File: src/rtl/spi_slave_frame_ctrl_if.sv
// Pin-level and register-port bundle of the SPI slave frame controller.
// The slave modport is the controller's view; the master modport is its environment.
interface spi_slave_frame_ctrl_if #(
    parameter int DATA_WIDTH = 32
);
    logic                  i_SCK;
    logic                  i_CS_N;
    logic                  i_MOSI;
    logic [6:0]            o_ADDR;
    logic                  o_WR_EN;
    logic [DATA_WIDTH-1:0] o_WR_DATA;
    logic                  o_RD_EN;
    logic [DATA_WIDTH-1:0] i_RD_DATA;
    logic                  o_TX_START;
    logic [DATA_WIDTH-1:0] o_TX_DATA;
    logic                  o_TX_SHIFT;
    logic                  o_MISO_OE;
    logic                  o_BUSY;

    modport slave (
        input  i_SCK,
        input  i_CS_N,
        input  i_MOSI,
        input  i_RD_DATA,
        output o_ADDR,
        output o_WR_EN,
        output o_WR_DATA,
        output o_RD_EN,
        output o_TX_START,
        output o_TX_DATA,
        output o_TX_SHIFT,
        output o_MISO_OE,
        output o_BUSY
    );

    modport master (
        output i_SCK,
        output i_CS_N,
        output i_MOSI,
        output i_RD_DATA,
        input  o_ADDR,
        input  o_WR_EN,
        input  o_WR_DATA,
        input  o_RD_EN,
        input  o_TX_START,
        input  o_TX_DATA,
        input  o_TX_SHIFT,
        input  o_MISO_OE,
        input  o_BUSY
    );
endinterface

File: src/rtl/spi_slave_frame_ctrl.sv
// SPI mode-0 slave frame controller: synchronises SCK/CS_N/MOSI, decodes a command byte plus
// data word, drives the register-file port and feeds the MISO shift-out stage on reads.
module spi_slave_frame_ctrl #(
    parameter int DATA_WIDTH  = 32,
    parameter int SYNC_STAGES = 2
) (
    input  logic                  i_CLK,
    input  logic                  i_RST,
    spi_slave_frame_ctrl_if.slave bus
);

    localparam int CW = $clog2(DATA_WIDTH + 1);

    typedef enum logic [2:0] {
        IDLE,
        CMD,
        WR_DATA,
        RD_WAIT,
        RD_LOAD,
        RD_XFER,
        DONE
    } state_t;

    logic [SYNC_STAGES-1:0] sckSync_q;
    logic [SYNC_STAGES-1:0] csSync_q;
    logic [SYNC_STAGES-1:0] mosiSync_q;
    logic                   sckPrev_q;
    logic                   csPrev_q;
    logic                   riseStb_q;
    logic                   fallStb_q;
    logic                   sckS;
    logic                   csS;
    logic                   mosiS;
    logic                   csFall;

    state_t                 state_q, state_d;
    logic [CW-1:0]          bitCnt_q, bitCnt_d;
    logic [DATA_WIDTH-2:0]  shift_q, shift_d;
    logic [DATA_WIDTH-1:0]  shiftIn;
    logic [6:0]             addr_q, addr_d;
    logic [DATA_WIDTH-1:0]  wrData_q, wrData_d;
    logic                   wrEn_q, wrEn_d;
    logic                   rdEn_q, rdEn_d;
    logic                   readFrame_q, readFrame_d;
    logic                   rdLatch_q;
    logic                   txStart_q;
    logic [DATA_WIDTH-1:0]  txData_q;
    logic                   txShift;

    assign sckS    = sckSync_q[SYNC_STAGES-1];
    assign csS     = csSync_q[SYNC_STAGES-1];
    assign mosiS   = mosiSync_q[SYNC_STAGES-1];
    assign csFall  = csPrev_q & ~csS;
    assign shiftIn = {shift_q, mosiS};

    // Strobes are registered so they land SYNC_STAGES+1 cycles after the pin edge.
    always_ff @(posedge i_CLK or posedge i_RST) begin
        if (i_RST) begin
            sckSync_q  <= '0;
            csSync_q   <= '1;
            mosiSync_q <= '0;
            sckPrev_q  <= 1'b0;
            csPrev_q   <= 1'b1;
            riseStb_q  <= 1'b0;
            fallStb_q  <= 1'b0;
        end else begin
            sckSync_q  <= {sckSync_q[SYNC_STAGES-2:0], bus.i_SCK};
            csSync_q   <= {csSync_q[SYNC_STAGES-2:0], bus.i_CS_N};
            mosiSync_q <= {mosiSync_q[SYNC_STAGES-2:0], bus.i_MOSI};
            sckPrev_q  <= sckS;
            csPrev_q   <= csS;
            riseStb_q  <= sckS & ~sckPrev_q;
            fallStb_q  <= ~sckS & sckPrev_q;
        end
    end

    always_ff @(posedge i_CLK or posedge i_RST) begin
        if (i_RST) begin
            state_q     <= IDLE;
            bitCnt_q    <= '0;
            shift_q     <= '0;
            addr_q      <= '0;
            wrData_q    <= '0;
            wrEn_q      <= 1'b0;
            rdEn_q      <= 1'b0;
            readFrame_q <= 1'b0;
        end else begin
            state_q     <= state_d;
            bitCnt_q    <= bitCnt_d;
            shift_q     <= shift_d;
            addr_q      <= addr_d;
            wrData_q    <= wrData_d;
            wrEn_q      <= wrEn_d;
            rdEn_q      <= rdEn_d;
            readFrame_q <= readFrame_d;
        end
    end

    // Read-word pipeline runs independently of the FSM so an issued read is never retracted.
    always_ff @(posedge i_CLK or posedge i_RST) begin
        if (i_RST) begin
            rdLatch_q <= 1'b0;
            txStart_q <= 1'b0;
            txData_q  <= '0;
        end else begin
            rdLatch_q <= rdEn_q;
            txStart_q <= rdLatch_q;
            if (rdLatch_q) begin
                txData_q <= bus.i_RD_DATA;
            end
        end
    end

    always_comb begin
        state_d     = state_q;
        bitCnt_d    = bitCnt_q;
        shift_d     = shift_q;
        addr_d      = addr_q;
        wrData_d    = wrData_q;
        wrEn_d      = 1'b0;
        rdEn_d      = 1'b0;
        readFrame_d = readFrame_q;
        txShift     = 1'b0;

        case (state_q)
            IDLE: begin
                bitCnt_d    = '0;
                shift_d     = '0;
                readFrame_d = 1'b0;
                if (csFall) begin
                    state_d = CMD;
                end
            end
            CMD: begin
                if (riseStb_q) begin
                    shift_d  = shiftIn[DATA_WIDTH-2:0];
                    bitCnt_d = bitCnt_q + CW'(1);
                    if (bitCnt_q == CW'(7)) begin
                        addr_d   = shiftIn[6:0];
                        bitCnt_d = '0;
                        if (shiftIn[7]) begin
                            state_d = WR_DATA;
                        end else begin
                            rdEn_d      = 1'b1;
                            readFrame_d = 1'b1;
                            state_d     = RD_WAIT;
                        end
                    end
                end
            end
            WR_DATA: begin
                if (riseStb_q) begin
                    shift_d  = shiftIn[DATA_WIDTH-2:0];
                    bitCnt_d = bitCnt_q + CW'(1);
                    if (bitCnt_q == CW'(DATA_WIDTH - 1)) begin
                        wrData_d = shiftIn;
                        wrEn_d   = 1'b1;
                        state_d  = DONE;
                    end
                end
            end
            RD_WAIT: begin
                if (rdLatch_q) begin
                    state_d = RD_LOAD;
                end
            end
            // The load already presents the MSB, so the first fall only arms shifting.
            RD_LOAD: begin
                if (fallStb_q) begin
                    state_d = RD_XFER;
                end
            end
            RD_XFER: begin
                txShift = fallStb_q;
                if (riseStb_q) begin
                    bitCnt_d = bitCnt_q + CW'(1);
                    if (bitCnt_q == CW'(DATA_WIDTH - 1)) begin
                        state_d = DONE;
                    end
                end
            end
            DONE: begin
                if (csS) begin
                    state_d = IDLE;
                end
            end
            default: begin
                state_d = IDLE;
            end
        endcase

        // Chip-select release aborts the frame and takes priority over a coincident bit.
        if ((state_q != IDLE) && csS) begin
            state_d     = IDLE;
            bitCnt_d    = '0;
            shift_d     = shift_q;
            addr_d      = addr_q;
            wrData_d    = wrData_q;
            wrEn_d      = 1'b0;
            rdEn_d      = 1'b0;
            readFrame_d = 1'b0;
            txShift     = 1'b0;
        end
    end

    assign bus.o_ADDR     = addr_q;
    assign bus.o_WR_EN    = wrEn_q;
    assign bus.o_WR_DATA  = wrData_q;
    assign bus.o_RD_EN    = rdEn_q;
    assign bus.o_TX_START = txStart_q;
    assign bus.o_TX_DATA  = txData_q;
    assign bus.o_TX_SHIFT = txShift;
    assign bus.o_MISO_OE  = readFrame_q && (state_q != IDLE);
    assign bus.o_BUSY     = (state_q != IDLE);

endmodule

File: src/flat_wrapper.sv
// flat-port wrapper written by rule: the top's interface ports become plain ports
module spi_slave_frame_ctrl_flat 
#(
    parameter int DATA_WIDTH  = 32,
    parameter int SYNC_STAGES = 2
)
  (i_CLK, i_RST, bus_i_SCK, bus_i_CS_N, bus_i_MOSI, bus_i_RD_DATA, bus_o_ADDR, bus_o_WR_EN, bus_o_WR_DATA, bus_o_RD_EN, bus_o_TX_START, bus_o_TX_DATA, bus_o_TX_SHIFT, bus_o_MISO_OE, bus_o_BUSY);
  spi_slave_frame_ctrl_if #(.DATA_WIDTH(DATA_WIDTH)) bus_i ();
  input  logic i_CLK;
  input  logic i_RST;
  input wire logic [$bits(bus_i.i_SCK)-1:0] bus_i_SCK;
  input wire logic [$bits(bus_i.i_CS_N)-1:0] bus_i_CS_N;
  input wire logic [$bits(bus_i.i_MOSI)-1:0] bus_i_MOSI;
  input wire logic [$bits(bus_i.i_RD_DATA)-1:0] bus_i_RD_DATA;
  output wire logic [$bits(bus_i.o_ADDR)-1:0] bus_o_ADDR;
  output wire logic [$bits(bus_i.o_WR_EN)-1:0] bus_o_WR_EN;
  output wire logic [$bits(bus_i.o_WR_DATA)-1:0] bus_o_WR_DATA;
  output wire logic [$bits(bus_i.o_RD_EN)-1:0] bus_o_RD_EN;
  output wire logic [$bits(bus_i.o_TX_START)-1:0] bus_o_TX_START;
  output wire logic [$bits(bus_i.o_TX_DATA)-1:0] bus_o_TX_DATA;
  output wire logic [$bits(bus_i.o_TX_SHIFT)-1:0] bus_o_TX_SHIFT;
  output wire logic [$bits(bus_i.o_MISO_OE)-1:0] bus_o_MISO_OE;
  output wire logic [$bits(bus_i.o_BUSY)-1:0] bus_o_BUSY;
  assign bus_i.i_SCK = bus_i_SCK;
  assign bus_i.i_CS_N = bus_i_CS_N;
  assign bus_i.i_MOSI = bus_i_MOSI;
  assign bus_i.i_RD_DATA = bus_i_RD_DATA;
  assign bus_o_ADDR = bus_i.o_ADDR;
  assign bus_o_WR_EN = bus_i.o_WR_EN;
  assign bus_o_WR_DATA = bus_i.o_WR_DATA;
  assign bus_o_RD_EN = bus_i.o_RD_EN;
  assign bus_o_TX_START = bus_i.o_TX_START;
  assign bus_o_TX_DATA = bus_i.o_TX_DATA;
  assign bus_o_TX_SHIFT = bus_i.o_TX_SHIFT;
  assign bus_o_MISO_OE = bus_i.o_MISO_OE;
  assign bus_o_BUSY = bus_i.o_BUSY;
  spi_slave_frame_ctrl #(.DATA_WIDTH(DATA_WIDTH), .SYNC_STAGES(SYNC_STAGES)) u_core (.i_CLK(i_CLK), .i_RST(i_RST), .bus(bus_i));
endmodule
File: config.mk
export PLATFORM = sky130hd
export DESIGN_NAME = spi_slave_frame_ctrl_flat
export DESIGN_NICKNAME = d
export VERILOG_FILES = /design/src/rtl/spi_slave_frame_ctrl_if.sv /design/src/rtl/spi_slave_frame_ctrl.sv /design/src/flat_wrapper.sv
export SDC_FILE = /design/constraint.sdc
export NUM_CORES = 1
export LEC_CHECK = 0
export CAP_MARGIN = 20
export CORE_MARGIN = 3
export CORE_UTILIZATION = 45
export CTS_CLUSTER_SIZE = 14
export DETAILED_ROUTE_END_ITERATION = 10
export PLACE_DENSITY = 0.79
export RECOVER_POWER = 50
export SLEW_MARGIN = 20
export SYNTH_ARGS = -nofsm -noshare
export SYNTH_HDL_FRONTEND = slang
export SYNTH_SLANG_ARGS = --single-unit
File: constraint.sdc
create_clock -name i_CLK -period 5.1 [get_ports i_CLK]
set_input_delay 0.51 -clock i_CLK [delete_from_list [all_inputs] [get_ports i_CLK]]
set_output_delay 0.51 -clock i_CLK [all_outputs]
set_load 0.02 [all_outputs]
---- Word level (Yosys, flattened, before mapping) ----
Cells that the tools add are included.
cells by class
  bitwise logic cells ..................... 7
  add/subtract/negate cells ............... 1
  muxes and demuxes ....................... 34
  reduce and logical (&&, ||, !) cells .... 15
  eq/ne operators ......................... 18
operators with widths
  cell                   number
  $pmux W31 S2           1
  $mux W31               1
  $mux W3                9
  $mux W6                4
  $ne A3 B1 Y1 const B   8
  $pmux W3 S6            1
  $pmux W6 S3            1
  $mux W1                16
  $reduce_and A4 Y1      3
  $eq A3 B3 Y1 const B   3
  $reduce_and A8 Y1      1
  $add A6 B1 Y6 const B  1
  $eq A3 B2 Y1 const B   2
  $eq A6 B3 Y1 const B   1
  $eq A6 B5 Y1 const B   1
  $reduce_and A3 Y1      2
  $reduce_bool A3 Y1     2
  $not A1 Y1             4
  $reduce_bool A4 Y1     1
  $reduce_or A2 Y1       2
  $and A1 B1 Y1          3
  $eq A3 B1 Y1 const B   1
  $logic_not A3 Y1       1
  $ne A3 B3 Y1 const B   1
  4 further kinds        5
storage, ports and cells
  input bits .............................. 37
  word-level logic and storage cells ...... 93
  flip-flop bits (word level) ............. 126

---- Longest topological paths before layout ----
Gate-level depths: netlist of run 1.
  depth after elaboration ................. 5
  depth in mapped cells ................... 7
  gate-level depth less buffers ........... 6

---- Worst setup path before layout of run 1 ----
Ideal clock, no wire load.
  path kind ............................... flip-flop to flip-flop
  start ................................... register u_core.state_q[2]
  end ..................................... register u_core.wrData_q[0], in the netlist u_core.bus.o_WR_DATA[0]
  path slack .............................. 3.292 ns
  period minus slack after synthesis ...... 1.808 ns
  data arrival time ....................... 1.683 ns
  data required time ...................... 4.975 ns
  stages on the path, launching flop included .. 6
  path buffers ............................ 2
  cells stage by stage .................... dfrtp_1 buf_4 nor4b_2 nor3b_4 buf_4 mux2_2
between the ends
  cells in the longest elaborated chain, start to end .. 4
  elaborated cells between the ends (all ways) .. 5
  those cells by class .................... eq/ne: 1; bitwise: 1; reduce/logical: 3
RTL lines
  item                                    RTL line                     source
  start, declared                         spi_slave_frame_ctrl.sv:36   state_t state_q, state_d;
  start signal, assigned                  spi_slave_frame_ctrl.sv:88   state_q <= state_d;
  $reduce_bool A3 Y1                      spi_slave_frame_ctrl.sv:193  if ((state_q != IDLE) && csS) begin
  $logic_and A1 B1 Y1                     spi_slave_frame_ctrl.sv:193
  $not A1 Y1 (no source line)             -
  $reduce_and A4 Y1 (no source line) (*)  -
  end signal, assigned                    spi_slave_frame_ctrl.sv:92   wrData_q <= wrData_d;
  end, declared                           spi_slave_frame_ctrl.sv:41   logic [DATA_WIDTH-1:0] wrData_q, wrData_d;
Every way passes the cells marked *; elsewhere a longest branch is shown, timed or not.
A chain may end at the register's enable or synchronous reset.

==> results of run 1 <==
-- flip-flops by register name, summed over array words and instances, names as in the netlist, 2 cells and up --
name / count
u_core.bitCnt_q: 6
u_core.bus.o_WR_DATA: 32
u_core.bus.o_ADDR: 7
u_core.csSync_q: 2
u_core.state_q: 3
u_core.bus.o_TX_DATA: 32
u_core.mosiSync_q: 2
u_core.sckSync_q: 2
u_core.shift_q: 31
-- worst reg2reg max path, delay by kind of cell, from the launching register on --
kind | cells | cell delay [ns]
AOI/OAI and AO/OA | 3 | 0.50
buffers and inverters | 2 | 0.72
DFF | 1 | 0.58
and+or+nand+nor | 1 | 0.25
-- through the flow --
stage                     utilization (%)  area [um2]
final                                64.7        6800
after global routing                 64.7        6800
after CTS                            64.7        6800
after detailed placement             58.9        6190
after global placement               58.9        6190
after floorplan                         -        4930
-- final cells by class --
| class | count | area [um2] | share of cell area (%) |
|---|---|---|---|
| sequential | 126 | 3160 | 46.4 |
| inverter | 6 | 23.8 | 0.350 |
| tap | 136 | 170 | 2.50 |
| clock inverter | 11 | 191 | 2.82 |
| clock buffer | 19 | 422 | 6.20 |
| multi-input combinational | 237 | 1670 | 24.6 |
| timing repair buffer | 118 | 1160 | 17.1 |
-- power by group --
group          internal [uW]  switching (uW)  leakage [uW]  total, uW
logic                    125             268       0.00107        393
clock network            837             414      0.000290       1250
registers               1030            52.1       0.00173       1080
total                   1990             734       0.00309       2730
-- worst paths after layout --
kind                                 startpoint  slack [ns]  depth (start not counted)                    end
setup / recovery                          i_RST        1.86                          3     u_core.csSync_q[1]
hold / removal             u_core.mosiSync_q[0]        0.35                          0   u_core.mosiSync_q[1]
setup reg to reg              u_core.state_q[1]        2.91                          6     u_core.shift_q[28]
hold reg to reg            u_core.mosiSync_q[0]        0.35                          0   u_core.mosiSync_q[1]
max in group i_CLK            u_core.state_q[2]        2.31                          3         bus_o_TX_SHIFT
min in group asynchronous                 i_RST        1.54                          2  u_core.bus.o_TX_START
-- cell usage after synthesis, types with 3 or more instances --
library cell,instances
dfrtp_1,123
mux2_2,72
nand2_1,70
o21ai_0,36
clkbuf_1,15
a21oi_1,8
inv_1,6
nand3_1,6
nand2b_1,5
nor2_1,5
nor2b_1,5
buf_4,4
dfstp_2,3
nor3_1,3
-- kinds of logic (layout without fill, tap and decap cells) --
group | count (synthesis) | in the layout | synth area share, %
adders and majority gates | 1 | 1 | 0.254
muxes | 72 | 72 | 16.5
buffers and inverters | 27 | 154 | 2.41
and+or+nand+nor | 108 | 108 | 10.4
DFF | 126 | 126 | 64.1
AOI/OAI and AO/OA | 56 | 56 | 6.37
-- layer usage --
| layer | track usage, % | up-vias |
|---|---|---|
| met1 | 22.2 | 1626 |
| met3 | 4.55 | 14 |
| met2 | 28.4 | 122 |
| li1 | - | 1575 |
| met5 | 0 | - |
| met4 | 5.58 | 0 |
==> out/qor.csv, run 1 <==
metric,value,unit
status,"complete, but fails checks",
failing checks,"capacitance limit, slew limit",
vias in the first global route,3455,
CTS tree,done,
placed cells,623,
initial core utilization,46.9,%
die area,12200,um2
Hold Crit Class,register to register,
Initial DRT Pass Iterations,4,
Final WS setup,1.86,ns
dpl ws,2.76,ns
initial DRC count,280,
die width,111,um
"non-filler cells, final",653,
DRC,0,
H-Tree Level Count,4,
max layer used,met4,
part of the cycle the worst path needs,63.6,%
GRT Residual Overflow,0,
post-CTS setup buffers,0,
Post-synth EDFFs,0,
largest net degree at the start of global routing,86,
number of synthesized register bits,126,
Synth Flop Type,dfrtp_1,
RSZ-0062 raised after global routing,false,
Root Buffer Master,clkbuf_8,
first-pass GRT wire length,17100,um
Filler cells,799,
clk buf depth,2,
critical path buffer and inverter count,3,
All-Layer GR Usage,17.2,%
Synth warnings,0,
pwr/cell area,401,nW/um2
HPWL Detailed,6650,um
Diodes inserted,0,
Critical Path RT,5.69,ns
wire length per cell,15.5,um
Area Growth Syn to Fin,38.0,%
die height,111,um
clk slew on worst S/H paths,0.06,ns
Final Skew,0.00993,ns
cells after synthesis,390,
f_max,309,MHz
"Seq/Total Area, Yosys",64.1,%
Syn Area/Cell,12.6,um2
final WL,10100,um
Synth async-reset ratio,100,%
Critical Path Sink Type,async pin,
overall power,2730,uW
Yosys top cell by area,dfrtp_1,
Worst-Skew Late Latency,0.50,ns
arrival time at the worst endpoint,3.83,ns
CP max-delay cell,clkinvlp_2,
Fin Setup TNS,0,ns
DRT met1 WL,4460,um
ANT nets after route,0,
vias per inst,5.11,
"commonest non-fill, non-tap cell in the layout",dfrtp_1,
MaxCap Viol Count,2,
IO Port Bufs,113,
routed wl met2,4920,um
Tmin final,3.24,ns
critical-path cell list,"dlygate4sd3_1, clkinvlp_2, buf_4",
Worst Path Max Fanout,85,
routed wl met3,619,um
post-synth cell types,34,
CP top delay family,buffers and inverters,
Via Count,3337,
routability cong.,0.782,
leakage power figure,0.00309,uW
"commonest cells after routing, fill and taps aside","123 x dfrtp_1, 109 x clkdlybuf4s50_1, 72 x mux2_2",
largest cells by area after synthesis,"dfrtp_1 62%, mux2_2 16%, nand2_1 5.3%, o21ai_0 3.7%, dfstp_2 1.6%",
hold_buf cts,0,
worst slew pin tran,3.56,ns
Final setup viols,0,
syn_nets,428,
Max Slew Vio Count,120,
CP Class,input port to async pin,
total CTS buffers,17,
relative slew slack,-139,%
# rows,37,
Yosys top cell area share,62.5,%
post-CTS resize count,0,
share of layout cells above drive strength 1,21.7,%
Hold WS,0.349,ns
Core Area,10500,um2
worst IR drop on VDD,0.317,mV
startpoint types,input port,
synthesized area,4930,um2
Boundary Pins,114,
endpoints failing hold,0,
sinks on the clock net,126,
final net count,544,
Critical Path Max Stage Delay,2.02,ns
initial antenna violation count,0,
Note: power is estimated with default switching activity, not from simulation.
==> run 2: changes to the inputs <==
Clock period 5.1 ns to 3 ns, I/O delays scaled along.
==> run 2 against run 1 <==
Against the previous run: the run still ends with capacitance limit, slew limit left; sequential power up 70%; first-iteration DRC count decreased by 11%; clock skew about the same; die area did not move; combinational power grew 78%; critical path type is now register to primary output; critical endpoint is now bus_o_TX_SHIFT.
==> out/qor.csv, run 2 (synthesis results as in run 1) <==
metric,value,unit,change
Fin Setup TNS,0,ns,unchanged
Critical Path Sink Type,primary output,,
worst slew pin tran,1.69,ns,-1.87 ns
post-CTS setup buffers,0,,unchanged
Tmin final,2.63,ns,
ANT nets after route,0,,unchanged
arrival time at the worst endpoint,2.33,ns,-1.50 ns
fin area,6780,um2,-0.31%
HPWL Detailed,6720,um,+0.98%
met3 usage,6.41,%,+1.9 points
# rows,37,,unchanged
Final WS setup,0.370,ns,-1.49 ns
vias in the first global route,3455,,unchanged
f_max,380,MHz,
final WL,10200,um,+0.98%
clk slew on worst S/H paths,0.06,ns,about the same
vias per inst,5.09,,-0.34%
die area,12200,um2,unchanged
status,"complete, but fails checks",,
RSZ-0062 raised after global routing,false,,
clk buf depth,2,,unchanged
M1 GR Usage,22.8,%,+0.61 points
Initial DRT Pass Iterations,4,,unchanged
Worst-Skew Late Latency,0.50,ns,about the same
cell area after placement,6220,um2,+0.42%
failing checks,"capacitance limit, slew limit",,
"commonest cells after routing, fill and taps aside","123 x dfrtp_1, 109 x clkdlybuf4s50_1, 72 x mux2_2",,
worst IR drop on VDD,0.372,mV,+18%
Filler cells,782,,-2.1%
post-CTS resize count,0,,unchanged
part of the cycle the worst path needs,87.7,%,
Final setup viols,0,,unchanged
total CTS buffers,17,,unchanged
final net count,544,,unchanged
initial antenna violation count,0,,unchanged
Critical Path RT,2.70,ns,-2.99 ns
Diodes inserted,0,,unchanged
pwr/cell area,665,nW/um2,+66%
CP Class,register to primary output,,
wire length per cell,15.6,um,+0.67%
met2 Track Usage GR,27.7,%,-0.73 points
initial core utilization,46.9,%,unchanged
initial DRC count,248,,-11%
Via Count,3336,,-0.030%
hold_buf cts,0,,unchanged
GRT Residual Overflow,0,,unchanged
dpl ws,0.882,ns,-1.87 ns
Worst Path Max Fanout,14,,-84%
leakage power figure,0.00308,uW,-0.49%
GRT Max-Usage Layer,met2,,
first-pass GRT wire length,17500,um,+2.2%
CTS tree,done,,
die width,111,um,unchanged
H-Tree Level Count,4,,unchanged
IO Port Bufs,113,,unchanged
Hold Crit Class,input port to register,,
largest net degree at the start of global routing,127,,+48%
MaxCap Viol Count,2,,unchanged
utilization after layout,64.5,%,-0.20 points
share of layout cells above drive strength 1,22.2,%,+0.49 points
"commonest non-fill, non-tap cell in the layout",dfrtp_1,,
DRC,0,,unchanged
endpoints failing hold,0,,unchanged
startpoint types,register,,
Final Skew,0.0104,ns,+0.000474 ns
Boundary Pins,114,,unchanged
sinks on the clock net,126,,unchanged
Area Growth Syn to Fin,37.6,%,
routability cong.,0.829,,+6.0%
relative slew slack,-12.5,%,+130 points
Core Area,10500,um2,unchanged
All-Layer GR Usage,17.6,%,+0.35 points
Root Buffer Master,clkbuf_8,,
Max Slew Vio Count,161,,+34%
area of the multi-input gates,1670,um2,unchanged
Reg area,3160,um2,unchanged
die height,111,um,unchanged
==> run 2: metrics by stage <==
stage	hold WS [ns]	instances	power [uW]
final	0.341	655	4500
after global routing	0.323	655	4730
after CTS	0.181	655	4560
after detailed placement	0.336	623	2570
after global placement	0.333	623	2540
after floorplan	0.304	390	2320
==> run 2: final cells by class <==
class                           count  share of cell area [%]
Sequential cell                   126                    46.6
Clock buffer                       18                    6.17
Inverter                            6                   0.388
Timing Repair Buffer              118                    17.4
Multi-Input combinational cell    237                    24.6
Tap cell                          136                    2.51
Clock inverter                     14                    2.34
==> run 2: path summary, 6_finish.rpt <==
| kind | from | end | slack [ns] | cells after the start |
|---|---|---|---|---|
| max | u_core.state_q[2] | bus_o_TX_SHIFT | 0.37 | 3 |
| min | bus_i_CS_N | u_core.csSync_q[0] | 0.34 | 1 |
| max reg2reg | u_core.rdLatch_q | u_core.bus.o_TX_DATA[21] | 0.84 | 2 |
| min reg2reg | u_core.mosiSync_q[0] | u_core.mosiSync_q[1] | 0.35 | 0 |
| max in group asynchronous | i_RST | u_core.bus.o_ADDR[6] | 1.08 | 3 |
| min in group asynchronous | i_RST | u_core.shift_q[22] | 0.91 | 3 |
==> run 2: report_power, final <==
part / internal (uW) / switching [uW]
sequential: 1750 / 86.4
clock: 1200 / 770
combinational: 238 / 460
total: 3190 / 1320
==> run 2: routing by layer <==
layer	vias to the layer above	part of all wire, %
met4	0	0.89
met5	-	0
met1	1613	45
li1	1577	-
met2	134	47
met3	12	7.0
==> run 2: critical path, stage by stage, from the launching register on <==
cell and delay, ns:
dfrtp_1 0.60, nor4bb_1 0.47, and2_1 0.18, clkdlybuf4s50_1 0.59
